## config.mk

```make
export PLATFORM = sky130hd
export DESIGN_NAME = lsu_mem_ctrl
export DESIGN_NICKNAME = d
export VERILOG_FILES = /design/src/rtl/lsu_mem_ctrl.sv
export SDC_FILE = /design/constraint.sdc
export NUM_CORES = 1
export LEC_CHECK = 0
export CAP_MARGIN = 20
export CORE_ASPECT_RATIO = 2
export CORE_UTILIZATION = 40
export CTS_CLUSTER_DIAMETER = 50
export DETAILED_ROUTE_END_ITERATION = 16
export GPL_TIMING_DRIVEN = 0
export HOLD_SLACK_MARGIN = 0.05
export MAX_ROUTING_LAYER = met4
export PLACE_DENSITY = 0.77
export SYNTH_ARGS = -nofsm -noshare
export SYNTH_HDL_FRONTEND = slang
export SYNTH_SLANG_ARGS = --single-unit
```

## constraint.sdc

```tcl
create_clock -name clk -period 8.3 [get_ports clk]
set_input_delay 2.075 -clock clk [delete_from_list [all_inputs] [get_ports clk]]
set_output_delay 2.075 -clock clk [all_outputs]
set_load 0.02 [all_outputs]
```

## src/rtl/lsu_mem_ctrl.sv

```systemverilog
`default_nettype none
// ============================================================================
// Module   : lsu_mem_ctrl
// Brief    : Load/store controller: one AGU operation at a time over the RIB
//            request/grant/response bus, with load extraction and write-back.
// Revision : 1.0 - initial release
// ============================================================================

module lsu_mem_ctrl #(
    parameter int ADDR_W  = 32,
    parameter int DATA_W  = 32,
    parameter int RADDR_W = 5
) (
    input  logic               clk,
    input  logic               rst,
    input  logic               op_valid_i,
    output logic               op_ready_o,
    input  logic               op_we_i,
    input  logic [ADDR_W-1:0]  op_addr_i,
    input  logic [DATA_W-1:0]  op_wdata_i,
    input  logic [3:0]         op_wmask_i,
    input  logic [2:0]         op_funct3_i,
    input  logic [RADDR_W-1:0] op_rd_i,
    input  logic               flush_i,
    output logic               bus_req_o,
    input  logic               bus_gnt_i,
    output logic [ADDR_W-1:0]  bus_addr_o,
    output logic               bus_we_o,
    output logic [DATA_W-1:0]  bus_wdata_o,
    output logic [3:0]         bus_wmask_o,
    input  logic               bus_rvalid_i,
    input  logic [DATA_W-1:0]  bus_rdata_i,
    output logic               reg_we_o,
    output logic [RADDR_W-1:0] reg_waddr_o,
    output logic [31:0]        reg_wdata_o,
    output logic               busy_o,
    output logic               misalign_o
);

    typedef enum logic [1:0] {
        S_IDLE = 2'd0,
        S_REQ  = 2'd1,
        S_WAIT = 2'd2
    } state_t;

    state_t               r_state;
    logic [2:0]           r_funct3;
    logic [1:0]           r_lane;
    logic [RADDR_W-1:0]   r_rd;
    logic                 r_discard;

    logic                 w_accept;
    logic                 w_misalign;
    logic                 w_store_ok;
    logic [7:0]           w_byte;
    logic [15:0]          w_half;
    logic [31:0]          w_load_data;

    assign op_ready_o = (r_state == S_IDLE) && !flush_i;
    assign busy_o     = (r_state != S_IDLE);
    assign w_accept   = op_valid_i && op_ready_o;

    assign w_misalign = ((op_funct3_i[1:0] == 2'b01) && op_addr_i[0]) ||
                        ((op_funct3_i[1:0] == 2'b10) && (op_addr_i[1:0] != 2'b00));
    assign w_store_ok = (op_funct3_i == 3'b000) || (op_funct3_i == 3'b001) ||
                        (op_funct3_i == 3'b010);

    always_comb begin
        w_byte = 8'h00;
        case (r_lane)
            2'd0:    w_byte = bus_rdata_i[7:0];
            2'd1:    w_byte = bus_rdata_i[15:8];
            2'd2:    w_byte = bus_rdata_i[23:16];
            default: w_byte = bus_rdata_i[31:24];
        endcase
    end

    assign w_half = r_lane[1] ? bus_rdata_i[31:16] : bus_rdata_i[15:0];

    always_comb begin
        w_load_data = 32'h0;
        case (r_funct3)
            3'b000:  w_load_data = {{24{w_byte[7]}}, w_byte};
            3'b100:  w_load_data = {24'h0, w_byte};
            3'b001:  w_load_data = {{16{w_half[15]}}, w_half};
            3'b101:  w_load_data = {16'h0, w_half};
            3'b010:  w_load_data = bus_rdata_i;
            default: w_load_data = 32'h0;
        endcase
    end

    always_ff @(posedge clk or posedge rst) begin
        if (rst) begin
            r_state     <= S_IDLE;
            r_funct3    <= 3'b000;
            r_lane      <= 2'b00;
            r_rd        <= '0;
            r_discard   <= 1'b0;
            bus_req_o   <= 1'b0;
            bus_addr_o  <= '0;
            bus_we_o    <= 1'b0;
            bus_wdata_o <= '0;
            bus_wmask_o <= 4'b0000;
            reg_we_o    <= 1'b0;
            reg_waddr_o <= '0;
            reg_wdata_o <= 32'h0;
            misalign_o  <= 1'b0;
        end else begin
            reg_we_o   <= 1'b0;
            misalign_o <= 1'b0;
            case (r_state)
                S_IDLE: begin
                    if (w_accept) begin
                        r_funct3  <= op_funct3_i;
                        r_lane    <= op_addr_i[1:0];
                        r_rd      <= op_rd_i;
                        r_discard <= 1'b0;
                        if (w_misalign) begin
                            misalign_o <= 1'b1;
                        end else begin
                            r_state     <= S_REQ;
                            bus_req_o   <= 1'b1;
                            bus_addr_o  <= {op_addr_i[ADDR_W-1:2], 2'b00};
                            bus_we_o    <= op_we_i;
                            bus_wdata_o <= op_wdata_i;
                            bus_wmask_o <= w_store_ok ? op_wmask_i : 4'b0000;
                        end
                    end
                end
                S_REQ: begin
                    // A grant coinciding with flush still issues the transfer.
                    if (bus_gnt_i) begin
                        r_state   <= S_WAIT;
                        bus_req_o <= 1'b0;
                        if (flush_i) r_discard <= 1'b1;
                    end else if (flush_i) begin
                        r_state   <= S_IDLE;
                        bus_req_o <= 1'b0;
                    end
                end
                S_WAIT: begin
                    if (flush_i) r_discard <= 1'b1;
                    if (bus_rvalid_i) begin
                        r_state <= S_IDLE;
                        if (!bus_we_o) begin
                            reg_waddr_o <= r_rd;
                            reg_wdata_o <= w_load_data;
                            reg_we_o    <= !r_discard && !flush_i && (r_rd != '0);
                        end
                    end
                end
                default: r_state <= S_IDLE;
            endcase
        end
    end

endmodule

`default_nettype wire

```

# Word level (Yosys, flattened, before mapping)

Index checks and enable logic that the tools add are counted.

Output and inout port bits: 111
Register bits after elaboration: 120
Input port bits: 115
Word-level logic and storage cells: 84

Reductions and logical operators: 26
Multiplexer cells: 25
Bitwise logic cells: 2
Equal/unequal tests: 17

Operators with widths:

| operator                                                         | number |
|---|---|
| 32-bit case mux with 5 select lines                              | 1 |
| 8-bit case mux with 3 select lines                               | 1 |
| 16-bit two-way mux                                               | 1 |
| 1-bit two-way mux                                                | 13 |
| 2-bit two-way mux                                                | 5 |
| 3-bit AND reduction                                              | 3 |
| 2-bit inequality test (second input constant)                    | 4 |
| 4-bit AND reduction                                              | 2 |
| 2-bit by 1-bit == test with 1-bit output (second input constant) | 3 |
| 2-bit == test (second input constant)                            | 3 |
| 3-bit by 1-bit == test with 1-bit output (second input constant) | 2 |
| 3-bit by 2-bit == test with 1-bit output (second input constant) | 2 |
| 3-bit == test (second input constant)                            | 2 |
| 1-bit logical AND                                                | 6 |
| 3-bit zero test                                                  | 2 |
| 2-bit case mux with 3 select lines                               | 1 |
| 2-bit nonzero test                                               | 3 |
| 5-bit nonzero test                                               | 1 |
| 2-bit zero test                                                  | 2 |
| 4-bit two-way mux                                                | 1 |
| 1-bit logical OR                                                 | 3 |
| 3-bit inequality test (second input constant)                    | 1 |
| 1-bit case mux with 3 select lines                               | 1 |
| 3-bit nonzero test                                               | 1 |
| 4 further kinds                                                  | 6 |

# Logic depth before layout (Yosys ltp)

Word-level depth: 6
Mapped depth: 9
Gate-level depth less buffers: 6

# Worst setup path after synthesis

No wires, ideal clock.

Path kind: in2out
Start: in flush_i
End: out op_ready_o
Arrival: 2.355 ns
Setup slack: 3.870 ns
Cell stages on the path: 1
Buffers on the path: 0
Cells stage by stage: nor2_1

Cells in the longest elaborated chain, start to end: 2

Ends and longest elaborated chain:

| item              | RTL line | text |
|---|---|---|
| from (decl)       | 24       | `input logic flush_i,` |
| 1-bit zero test   | 59       | `assign op_ready_o = (r_state == S_IDLE) && !flush_i;` |
| 1-bit logical AND | 59       |  |
| to (decl)         | 17       | `output logic op_ready_o,` |

Every way passes these cells.

# Worst setup path after layout

Ends and elaborated chain as after synthesis.

==> results.sh <==
export IMPL_outcome="finished clean"
export IMPL_worstMarginPinSlew_ps=859
export IMPL_fillers=978
export IMPL_post_route_min_period_ps=5430
export IMPL_layout_drive_gt1_share=0.0957
export IMPL_synth_most_common_cell="nand2_1"
export IMPL_path_cells="clkdlybuf4s50_1 > nor2_1 > clkdlybuf4s50_1"
export IMPL_synthTopCellsByCount="nand2_1 (207), dfrtp_1 (120), mux2i_1 (24), a221o_1 (16), mux2_2 (16)"
export IMPL_dr_total_vias=4821
export IMPL_wl_per_cell_um=17.3
export IMPL_numPlacedInstances=891
export IMPL_leakagePower_nw=3.83
export IMPL_ir_drop_mv=0.212
export IMPL_maxCapViolations=0
export IMPL_cts_buffers=17
export IMPL_min_delay_start="r_discard"
export IMPL_rr_startpoint="r_state[0]"
export IMPL_async_flop_share=1.00
export IMPL_cts_tree="yes"
export IMPL_grt_overflow=0
export IMPL_rsz0062_at_grt="no"
export IMPL_ys_types=46
export IMPL_initial_core_util=0.414
export IMPL_drc=0
export IMPL_yosys_top_cells_area="dfrtp_1 (57%), nand2_1 (15%), mux2i_1 (4.6%), mux2_2 (3.4%), a221o_1 (3.1%)"
export IMPL_required_ps=6230
export IMPL_critical_path_arrival_ps=3360
export IMPL_cts_sinks=120
export IMPL_initialDrtViolationCount=225
export IMPL_fin_setup_tns_ps=0
export IMPL_yosys_area_top_type="dfrtp_1"
export IMPL_setup_viol=0
export IMPL_cts_hold_buf=0
export IMPL_drt_pass1_iter_count=5
export IMPL_grt_pass1_wl_um=25300
export IMPL_synth_edf_count=0
export IMPL_antenna_found_initial=0
export IMPL_r2r_worst_path_cells=6
export IMPL_dpl_hpwl_um=12200
export IMPL_rows=58
export IMPL_period_share=0.655
export IMPL_startpoint_type="primary input"
export IMPL_place_ws_ps=2860
export IMPL_max_freq_ghz=0.184
export IMPL_finalPower_w=0.00325
export IMPL_vias_per_cell=5.22
export IMPL_cellPowerDensity_mw_per_mm2=392
export IMPL_rrSetupSlack_ps=5970
export IMPL_multi_input_area_mm2=0.00204
export IMPL_die_y_um=164
export IMPL_cts_root_buf="clkbuf_16"
export IMPL_ys_warnings_count=0
export IMPL_final_max_slew_violation_count=0
export IMPL_clockBufferDepth=2
export IMPL_die_x_um=82.8
export IMPL_antenna_left=0
export IMPL_holdPathStages=1
export IMPL_synth_ff_type="dfrtp_1"
export IMPL_grt_max_degree=92
export IMPL_worstSetupPathType="in -> out"
export IMPL_port_buffers=223
export IMPL_fin_cells=923
export IMPL_crit_path_frequent_cell="clkdlybuf4s50_1"
export IMPL_post_cts_buffers=0
export IMPL_grt_pass1_vias=5083
export IMPL_routed_wl_um=16000
export IMPL_seq_area_mm2=0.00300
export IMPL_synth_seq_cells=120
export IMPL_antennaDiodeCount=0
export IMPL_synth_top_cell_area_share=0.575
export IMPL_worst_slack_ps=2870
export IMPL_htree_levels=4
export IMPL_area_growth_syn_to_layout_pct=58.3
export IMPL_fin_util=0.655
export IMPL_syn_inst=516
export IMPL_slowest_delay_ps=630
export IMPL_die_area_mm2=0.0135
export IMPL_synth_cell_area_mm2=0.00522
export IMPL_cts_resized=0
export IMPL_final_nets=879
export IMPL_syn_area_per_cell_um2=10.1
export IMPL_clkTransAtPathRegs_ps=50
export IMPL_hp_class="reg -> reg"
export IMPL_synth_seq_area_share=0.575
export IMPL_cp_max_fo=6
export IMPL_finalHoldViolCount=0
export IMPL_skew_ps=9.86
export IMPL_whs_endpoint="reg_we_o"
export IMPL_place_congestion=0.836
export IMPL_max_slew_margin_rel=0.426
export IMPL_cp_end_kind="output port"
export IMPL_pin_count=226
export IMPL_clkLatencyLatePin_ps=410
export IMPL_slowest_stage="clkdlybuf4s50_1"
export IMPL_track_usage=0.249
export IMPL_r2r_end="reg_wdata_o[19]"
export IMPL_coreArea_mm2=0.0126
-- worst max-delay path by stage --
stage	from	end	slack, ps	cells after the start
2_1_floorplan	rst	bus_addr_o[10]	3040	1
3_3_place_gp	rst	bus_wdata_o[25]	1380	2
3_5_place_dp	flush_i	op_ready_o	2860	3
4_1_cts	flush_i	op_ready_o	2860	3
5_1_grt	flush_i	op_ready_o	2780	3
6_report	flush_i	op_ready_o	2870	3
-- final cells by class --
class	instances	area share
inverter	9	0.00469
tap	150	0.0227
clock inverter	15	0.0200
multi-input combinational	357	0.247
clock buffer	17	0.0514
buffer	31	0.0177
timing repair buffer	224	0.273
sequential	120	0.363
-- cell families after synthesis --
logic type      after synthesis  share of synthesized area
simple gates                235                      0.181
flops                       120                      0.575
compound gates               73                      0.110
mux                          42                     0.0869
buf+inv                      40                     0.0345
fa+ha+maj                     4                    0.00958
other cells                   1                   0.000718
xor+xnor                      1                    0.00168
-- layout by cell type (no fill, tap or decap), types with 8 or more instances in the layout --
cell,netlist,layout
nand2_1,207,207
a221o_1,16,16
dfrtp_1,120,120
buf_2,11,11
clkbuf_1,14,14
clkbuf_16,0,17
a22o_1,8,8
clkdlybuf4s50_1,0,223
a21oi_1,8,8
inv_1,9,8
mux2_2,16,16
a22oi_1,14,14
mux2i_1,24,24
-- critical path, delay by kind of cell --
| kind | cells | cell delay [ps] |
|---|---|---|
| simple gates | 1 | 130 |
| buf+inv | 2 | 1150 |
-- through the flow --
step	hold slack [ps]	instance area, um2
final	472	8270
after global placement	452	7650
after global routing	489	8270
after CTS	476	8270
after floorplan	418	5230
after detailed placement	458	7680
-- state kept, by name (all words and copies together), names as in the netlist --
signal and count:
bus_wdata_o 32, reg_wdata_o 32, bus_addr_o 30, r_rd 5
reg_waddr_o 5, bus_wmask_o 4, r_funct3 3, r_lane 2
r_state 2, bus_req_o 1, bus_we_o 1, misalign_o 1
r_discard 1, reg_we_o 1
-- where the power goes --
part / leakage [nW] / switching (W) / internal [W]
clock: 0.283 / 0.000287 / 0.000448
combinational: 2.03 / 0.000774 / 0.000721
sequential: 1.52 / 0.000161 / 0.000855
-- layer usage --
metal | up-vias | share of wire | global-route usage
met2 | 209 | 0.55 | 0.435
met3 | 55 | 0.047 | 0.0581
li1 | 2234 | - | -
met4 | 0 | 0.047 | 0.139
met1 | 2323 | 0.36 | 0.256
met5 | - | 0 | -
No activity file was read; power rests on OpenSTA's default activity.
